File: config.mk
export PLATFORM = sky130hd
export DESIGN_NAME = multicycle_controller
export DESIGN_NICKNAME = d
export VERILOG_FILES = /design/src/rtl/multicycle_controller.sv
export SDC_FILE = /design/constraint.sdc
export NUM_CORES = 1
export LEC_CHECK = 0
export CORE_MARGIN = 3
export CORE_UTILIZATION = 45
export DETAILED_ROUTE_END_ITERATION = 8
export MAX_ROUTING_LAYER = met4
export PLACE_DENSITY = 0.82
export SLEW_MARGIN = 10
export SYNTH_ARGS = -nofsm -noshare
export SYNTH_HDL_FRONTEND = slang
export SYNTH_SLANG_ARGS = --single-unit
File: constraint.sdc
create_clock -name CLK -period 3.1 [get_ports CLK]
set_clock_uncertainty 0.2 [all_clocks]
set_input_delay 0.465 -clock CLK [delete_from_list [all_inputs] [get_ports CLK]]
set_output_delay 0.465 -clock CLK [all_outputs]
set_load 0.005 [all_outputs]
File: src/rtl/multicycle_controller.sv
// Sequencing FSM for the multi-cycle MIPS datapath: one instruction phase per state,
// with memory phases stretched by the MemReady handshake.
module multicycle_controller (
    input  logic       CLK,
    input  logic       RST,
    input  logic [5:0] Op,
    input  logic [5:0] Funct,
    input  logic       Zero,
    input  logic       MemReady,
    output logic       MemReq,
    output logic       MemWrite,
    output logic       IorD,
    output logic       IRWrite,
    output logic       PCEn,
    output logic [1:0] PCSrc,
    output logic       ALUSrcA,
    output logic [1:0] ALUSrcB,
    output logic [2:0] ALUControl,
    output logic       RegDst,
    output logic       MemtoReg,
    output logic       RegWrite,
    output logic       IllegalOp,
    output logic [3:0] State
);

    typedef enum logic [3:0] {
        FETCH  = 4'd0,
        DECODE = 4'd1,
        MEMADR = 4'd2,
        MEMRD  = 4'd3,
        MEMWB  = 4'd4,
        MEMWR  = 4'd5,
        EXEC   = 4'd6,
        ALUWB  = 4'd7,
        BRANCH = 4'd8,
        ADDIEX = 4'd9,
        ADDIWB = 4'd10,
        JUMP   = 4'd11
    } state_t;

    localparam logic [5:0] OP_LW    = 6'b100011;
    localparam logic [5:0] OP_SW    = 6'b101011;
    localparam logic [5:0] OP_RTYPE = 6'b000000;
    localparam logic [5:0] OP_ADDI  = 6'b001000;
    localparam logic [5:0] OP_BEQ   = 6'b000100;
    localparam logic [5:0] OP_J     = 6'b000010;

    state_t     state_q;
    state_t     state_d;
    logic       funct_ok;
    logic [2:0] funct_alu;
    logic       illegal;

    // R-type function decode; funct_ok also gates entry into EXEC
    always_comb begin
        funct_ok  = 1'b1;
        funct_alu = 3'b010;
        case (Funct)
            6'b100100: funct_alu = 3'b000;
            6'b100101: funct_alu = 3'b001;
            6'b100000: funct_alu = 3'b010;
            6'b100010: funct_alu = 3'b100;
            6'b101010: funct_alu = 3'b110;
            6'b011100: funct_alu = 3'b101;
            default:   funct_ok  = 1'b0;
        endcase
    end

    always_comb begin
        state_d = FETCH;
        illegal = 1'b0;
        case (state_q)
            FETCH:  state_d = MemReady ? DECODE : FETCH;
            DECODE: begin
                case (Op)
                    OP_LW, OP_SW: state_d = MEMADR;
                    OP_RTYPE: begin
                        state_d = funct_ok ? EXEC : FETCH;
                        illegal = !funct_ok;
                    end
                    OP_ADDI: state_d = ADDIEX;
                    OP_BEQ:  state_d = BRANCH;
                    OP_J:    state_d = JUMP;
                    default: illegal = 1'b1;
                endcase
            end
            MEMADR: state_d = (Op == OP_SW) ? MEMWR : MEMRD;
            MEMRD:  state_d = MemReady ? MEMWB : MEMRD;
            MEMWR:  state_d = MemReady ? FETCH : MEMWR;
            EXEC:   state_d = ALUWB;
            ADDIEX: state_d = ADDIWB;
            default: state_d = FETCH;
        endcase
    end

    always_ff @(posedge CLK) begin
        if (RST) state_q <= FETCH;
        else     state_q <= state_d;
    end

    // Strobes are killed while RST is high so an interrupted write never lands
    always_comb begin
        MemReq     = 1'b0;
        MemWrite   = 1'b0;
        IorD       = 1'b0;
        IRWrite    = 1'b0;
        PCEn       = 1'b0;
        PCSrc      = 2'b00;
        ALUSrcA    = 1'b0;
        ALUSrcB    = 2'b00;
        ALUControl = 3'b000;
        RegDst     = 1'b0;
        MemtoReg   = 1'b0;
        RegWrite   = 1'b0;
        IllegalOp  = 1'b0;
        case (state_q)
            FETCH: begin
                MemReq     = 1'b1;
                ALUSrcB    = 2'b01;
                ALUControl = 3'b010;
                IRWrite    = MemReady;
                PCEn       = MemReady;
            end
            DECODE: begin
                ALUSrcB    = 2'b11;
                ALUControl = 3'b010;
                IllegalOp  = illegal;
            end
            MEMADR, ADDIEX: begin
                ALUSrcA    = 1'b1;
                ALUSrcB    = 2'b10;
                ALUControl = 3'b010;
            end
            MEMRD: begin
                MemReq = 1'b1;
                IorD   = 1'b1;
            end
            MEMWB: begin
                MemtoReg = 1'b1;
                RegWrite = 1'b1;
            end
            MEMWR: begin
                MemReq   = 1'b1;
                MemWrite = 1'b1;
                IorD     = 1'b1;
            end
            EXEC: begin
                ALUSrcA    = 1'b1;
                ALUControl = funct_alu;
            end
            ALUWB: begin
                RegDst   = 1'b1;
                RegWrite = 1'b1;
            end
            ADDIWB: RegWrite = 1'b1;
            BRANCH: begin
                ALUSrcA    = 1'b1;
                ALUControl = 3'b100;
                PCSrc      = 2'b01;
                PCEn       = Zero;
            end
            JUMP: begin
                PCSrc = 2'b10;
                PCEn  = 1'b1;
            end
            default: ;
        endcase
        if (RST) begin
            MemReq    = 1'b0;
            MemWrite  = 1'b0;
            IRWrite   = 1'b0;
            PCEn      = 1'b0;
            RegWrite  = 1'b0;
            IllegalOp = 1'b0;
        end
    end

    assign State = state_q;

endmodule

==> results of run 1 <==
==> worst max-delay path, delay by kind of cell <==
family          cells  cell delay (ns)
simple gates        1             0.24
buf+inv             2             1.10
compound gates      3             0.53
==> power by group through the flow <==
stage | logic, W | registers [W] | clock network (W)
2_1_floorplan | 0.0000423 | 0.0000540 | 0
4_1_cts | 0.0000897 | 0.0000554 | 0.0000665
3_3_place_gp | 0.0000867 | 0.0000561 | 0
3_5_place_dp | 0.0000892 | 0.0000562 | 0
5_1_grt | 0.0000980 | 0.0000558 | 0.0000751
6_report | 0.0000901 | 0.0000555 | 0.0000647
==> per-stage QoR <==
step | total power, W | hold WS (ns) | util, % | instance area [µm²]
after floorplan | 0.0000963 | 0.344 | - | 830
after global placement | 0.000143 | 0.597 | 76.7 | 1240
after detailed placement | 0.000145 | 0.607 | 76.7 | 1240
after CTS | 0.000212 | 0.615 | 78.1 | 1260
after global routing | 0.000229 | 0.690 | 78.3 | 1260
final | 0.000210 | 0.629 | 78.3 | 1260
==> final cells by class <==
cell class / count / area (µm²) / share of cell area [%]
flip-flops and latches: 4 / 80.1 / 6.35
well taps: 24 / 30.0 / 2.38
repair buffers: 45 / 430 / 34.1
clock buffers: 3 / 22.5 / 1.79
multi-input cells: 105 / 687 / 54.5
inverters: 3 / 11.3 / 0.893
==> synth_stat cells, types with 3 or more instances <==
master,instances
nand2b_1,7
nor2_1,8
nor4_1,4
clkbuf_1,5
and3_1,4
nand2_1,4
buf_2,4
o21ai_0,5
nand3_1,4
nor3_1,11
nor3b_1,3
a21oi_1,8
dfxtp_1,4
inv_1,3
nor2b_1,4
a31oi_1,4
==> worst max path at each step <==
stage | from | to | cells after the start
global placement | Funct[4] | ALUControl[1] | 6
detailed placement | Funct[4] | ALUControl[1] | 6
finish | Funct[5] | ALUControl[1] | 6
global route | Funct[5] | ALUControl[1] | 6
CTS | Funct[4] | ALUControl[1] | 6
floorplan | Op[3] | IllegalOp | 5
==> cells by family after synthesis <==
family	Yosys count	share of synthesized area (%)
buffers and inverters	15	7.54
multiplexers	2	2.41
flip-flops	4	9.65
AO/OA/AOI/OAI	37	30.3
adder cells (fa/ha/maj)	1	1.21
AND/OR/NAND/NOR	62	45.7
XOR/XNOR	3	3.17
==> metal layers <==
metal | wire length, µm | track usage (%) | vias up
li1 | - | - | 543
met1 | 1100 | 23.7 | 471
met5 | 0 | - | -
met4 | 25 | 9.00 | 0
met3 | 164 | 3.06 | 4
met2 | 1180 | 37.6 | 55
==> flow_summary_export.csv, run 1 <==
group,metric,value,unit
yosys,ys_seq_area_share,9.65,%
detailed_routing,drt_pass1_iterations,4,
yosys,synthCells,124,
hold_path,min_path_cells,2,
die,rows,14,
detailed_routing,drc_errors,0,
power,peakVddDrop,227,µV
yosys,async_reset_ff_share,0,%
timing,min_period_over_period,96.8,%
yosys,synth_edf_count,0,
hold_path,holdCritStartpoint,"State[2]",
finish,layout_commonest_cell,"clkdlybuf4s50_1",
die,core-area,1610,µm²
detailed_routing,vias,1073,
detailed_routing,drt_iter0_drc,16,
placement,post-place-ws,0.0899,ns
cts,clk_latency,0.24,ns
setup_path,crit_path_start_kind,"input pin",
setup_path,cp-end-kind,"primary output",
cts,cts_tree,"yes",
power,p_clk_share,30.8,%
timing,hold_violations,0,
detailed_routing,wl,2460,µm
timing,slew_viol_final,0,
yosys,syn-num-nets,140,
flow_run,drv_cap,0,
die,die_area,2390,µm²
cts,post_cts_buffers,0,
grt,grt_max_degree,17,
placement,placedCellCount,181,
detailed_routing,wl_per_cell,13.4,µm
grt,grt_pass1_wl,4040,µm
die,initial_core_util,51.5,%
placement,io_buffer_count,36,
cts,clk_pin_slew_worst_paths,0.04,ns
die,ios,37,
placement,gp_congestion,0.781,
setup_path,cpMostUsedCell,"clkdlybuf4s50_1",
status,status,"completed",
timing,clock.fmax,0.333,GHz
placement,hpwlAfterDp,1990,µm
cts,cts_root_buffer,"clkbuf_4",
setup_path,worstRegToRegCells,5,
power,comb_power_share,42.8,%
setup_path,worstSetupPathType,"input pin to primary output",
cts,cts.repair.resized,0,
finish,largest_register_ffs,4,
timing,layout_setup_ws,0.0980,ns
power,leakage,0.436,nW
timing,relSlewSlack,68.5,%
yosys,synthFlopType,"dfxtp_1",
finish,antenna_cells,0,
finish,drive_gt1_share,11.9,%
power,pwr-share-seq,26.4,%
yosys,synthTopCellsByArea,"dfxtp_1 9.7%, nor3_1 6.6%, nand2b_1 5.3%",
cts,clockBufferDepth,2,
setup_path,critPathMaxFanout,6,
cts,ctsHoldBuffers,0,
timing,tightest_slew,0.471,ns
yosys,synth.distinct_cells,49,
finish,area_growth,52.0,%
setup_path,crit_chain,"clkdlybuf4s50_1 -> and4bb_1 -> o21ai_1 -> a31oi_1 -> o32ai_1 -> clkdlybuf4s50_1",
grt,grt_pass1_vias,949,
die,die_h,48.9,µm
yosys,synth_warnings,0,
setup_path,r2r_setup_slack,1.20,ns
yosys,syn_area,830,µm²
yosys,synth-seq-cells,4,
cts,cts_sinks,4,
power,intPower,0.000146,W
setup_path,reg2reg_from,"State[0]",
power,p_per_area,167,nW/µm²
hold_path,hold_end,"State[3]",
finish,nets,178,
timing,setup_viol,0,
finish,fillCellCount,133,
power,switchingPower,0.0000647,W
detailed_routing,drtAntennaViolNets,0,
timing,grt_setup_unrepaired,"no",
detailed_routing,vias_per_cell,5.83,
cts,numCtsBuffers,3,
grt,grtUsageTotal,21.3,%
yosys,avgSynthCellArea,6.69,µm²
yosys,yosysTopAreaCellShare,9.65,%
timing,fin_setup_tns,0,ns
finish,layout_common_cells,"35 x clkdlybuf4s50_1, 11 x nor3_1, 9 x buf_4",
die,fp.dieW,48.9,µm
yosys,yosys.area.top_type,"dfxtp_1",
cts,htreeDepth,1,
grt,grt_overflow,0,
setup_path,r2r-end,"State[1]",
setup_path,cpPeakStageDelay,0.56,ns
setup_path,slowest_stage,"clkdlybuf4s50_1",
setup_path,crit_arrival,2.34,ns
hold_path,min_path_type,"flip-flop to flip-flop",
timing,period_needed,3.00,ns
finish,stdcell_count,184,
setup_path,required,2.43,ns
grt,antenna_found_initial,0,
power,swShare,30.7,%
(Power assumes the default switching activity.)
==> inputs of run 2 (changes only) <==
--- a/config.mk
+++ b/config.mk
@@ -5,11 +5,12 @@
 export SDC_FILE = /design/constraint.sdc
 export NUM_CORES = 1
 export LEC_CHECK = 0
+export ABC_AREA = 1
 export CORE_MARGIN = 3
-export CORE_UTILIZATION = 45
+export CORE_UTILIZATION = 40
 export DETAILED_ROUTE_END_ITERATION = 8
 export MAX_ROUTING_LAYER = met4
-export PLACE_DENSITY = 0.82
+export PLACE_DENSITY = 0.8
 export SLEW_MARGIN = 10
 export SYNTH_ARGS = -nofsm -noshare
 export SYNTH_HDL_FRONTEND = slang
==> run 2 against run 1 <==
Clock power up 3.6%. Global-route usage down 0.27 points. Die area down 9.5%. Wire length down 21%. Via count down 15%. Critical path type unchanged. Largest power group unchanged.
==> flow_summary_export.csv, run 2 <==
group,metric,value,unit
grt,antenna_found_initial,0,
timing,setup_viol,0,
yosys,yosys.area.top_type,"nand2_1",
yosys,synth_commonest_cells,"24 x nand2_1, 24 x nor2_1, 23 x inv_1, 12 x nand3_1, 6 x nor2_2",
finish,fillCellCount,151,
setup_path,crit_path_start_kind,"input pin",
die,die_area,2170,µm²
finish,stdcell_count,178,
finish,layout_common_cells,"36 x clkdlybuf4s50_1, 24 x nand2_1, 24 x nor2_1",
detailed_routing,vias_per_cell,5.12,
setup_path,worstSetupPathType,"input pin to primary output",
finish,finish.utilization,69.4,%
yosys,syn-num-nets,140,
timing,fin_setup_tns,0,ns
finish,antenna_cells,0,
detailed_routing,drt_pass1_iterations,4,
yosys,synth_warnings,0,
yosys,syn_area,658,µm²
timing,clock.fmax,0.348,GHz
die,core-area,1520,µm²
grt,grt_overflow,0,
cts,clk_pin_slew_worst_paths,0.04,ns
power,p_per_area,181,nW/µm²
finish,area_growth,60.6,%
cts,clk_latency,0.24,ns
finish,largest_register_ffs,4,
timing,grt_setup_unrepaired,"no",
yosys,avgSynthCellArea,5.31,µm²
finish,nets,180,
power,p_total,0.000192,W
grt,grtUsageTotal,21.0,%
setup_path,cpPeakStageDelay,0.52,ns
yosys,synth.distinct_cells,22,
yosys,async_reset_ff_share,0,%
yosys,synthTopCellsByArea,"nand2_1 14%, nor2_1 14%, inv_1 13%",
yosys,yosysTopAreaCellShare,13.7,%
timing,hold_violations,0,
grt,grt_max_degree,9,
yosys,ys_seq_area_share,12.2,%
hold_path,min_path_type,"flip-flop to flip-flop",
power,peakVddDrop,204,µV
grt,grt_pass1_wl,3280,µm
cts,post_cts_buffers,0,
die,rows,14,
cts,cts_tree,"yes",
timing,period_needed,2.87,ns
detailed_routing,vias,911,
yosys,synth_edf_count,0,
timing,tightest_slew,0.355,ns
finish,drive_gt1_share,11.7,%
setup_path,critPathMaxFanout,4,
setup_path,required,2.43,ns
setup_path,slowest_stage,"clkdlybuf4s50_1",
cts,cts_root_buffer,"clkbuf_4",
timing,min_period_over_period,92.6,%
finish,regArea,80.1,µm²
grt,grt_pass1_vias,866,
detailed_routing,wl,1950,µm
setup_path,crit_arrival,2.21,ns
placement,io_buffer_count,36,
yosys,synthCells,124,
power,leakage,0.539,nW
timing,relSlewSlack,76.3,%
finish,multi_input_area,473,µm²
yosys,synthFlopType,"dfxtp_1",
flow_run,drv_cap,0,
cts,ctsHoldBuffers,0,
cts,htreeDepth,1,
placement,hpwlAfterDp,1660,µm
setup_path,cp-end-kind,"primary output",
detailed_routing,drt_iter0_drc,17,
cts,numCtsBuffers,3,
setup_path,crit_chain,"clkdlybuf4s50_1 -> nor2_1 -> nand4_1 -> nand3_1 -> a21oi_1 -> nand3_1 -> nor2_1 -> clkdlybuf4s50_1",
detailed_routing,wl_per_cell,10.9,µm
finish,layout_commonest_cell,"clkdlybuf4s50_1",
detailed_routing,drc_errors,0,
cts,cts_sinks,4,
cts,clockBufferDepth,2,
placement,placedCellCount,175,
timing,slew_viol_final,0,
cts,cts.repair.resized,0,
die,fp.dieW,46.6,µm
detailed_routing,drtAntennaViolNets,0,
die,ios,37,
die,die_h,46.6,µm
yosys,synth-seq-cells,4,
die,initial_core_util,43.2,%
status,status,"completed",
placement,gp_congestion,0.824,
timing,whs,0.589,ns
[run 2: changes by cell type after synthesis, moves of 5 or more]
| cell | before | now |
|---|---|---|
| nand2_1 | 4 | 24 |
| nand2b_1 | 7 | 0 |
| nor2_1 | 8 | 24 |
| nand3_1 | 4 | 12 |
| nor3_1 | 11 | 0 |
| inv_1 | 3 | 23 |
| nor2_2 | 1 | 6 |
[run 2: power breakdown]
part	internal, W	switching (W)
registers	0.0000529	0.00000184
clock network	0.0000435	0.0000235
logic	0.0000386	0.0000314
total	0.000135	0.0000568
[run 2: cell families (layout without fill, tap and decap cells)]
family | count (synthesis) | in the layout | synth area share (%)
AOI/OAI and AO/OA | 17 | 17 | 15.6
DFF | 4 | 4 | 12.2
and+or+nand+nor | 75 | 75 | 56.3
buffers and inverters | 28 | 66 | 16.0
[run 2: stage by stage]
step,setup slack (ns),cell area [µm²]
2_1_floorplan,1.32,658
3_3_place_gp,0.328,1030
3_5_place_dp,0.245,1030
4_1_cts,0.233,1060
5_1_grt,0.0730,1060
6_report,0.230,1060
[run 2: critical path, delay by kind of cell]
kind	cells	cell delay, ns
buffers and inverters	2	1.03
AO/OA/AOI/OAI	1	0.13
AND/OR/NAND/NOR	5	0.56
[run 2: final cells by class]
| class | count | share of cell area, % |
|---|---|---|
| Clock buffer | 3 | 2.13 |
| Multi-Input combinational cell | 92 | 44.7 |
| Inverter | 27 | 9.59 |
| Timing Repair Buffer | 36 | 34.1 |
| Tap cell | 16 | 1.89 |
| Sequential cell | 4 | 7.57 |
[run 2: final timing paths]
check                           slack, ns      from        end  cells past startpoint
worst max-delay path                 0.23     Op[2]  IllegalOp                      8
worst min-delay path                 0.59  State[2]   State[0]                      5
worst max register to register       1.60  State[3]   State[2]                      5
worst min register to register       0.59  State[2]   State[0]                      5
[run 2: routing by layer]
| layer | wire length [µm] | share of wire, % | vias to the layer above | global-route usage [%] |
|---|---|---|---|---|
| met5 | 0 | 0 | - | - |
| met4 | 29 | 1.5 | 0 | 9.09 |
| met3 | 152 | 7.8 | 4 | 3.52 |
| met2 | 981 | 50 | 47 | 37.9 |
| met1 | 782 | 40 | 388 | 21.9 |
| li1 | - | - | 472 | - |
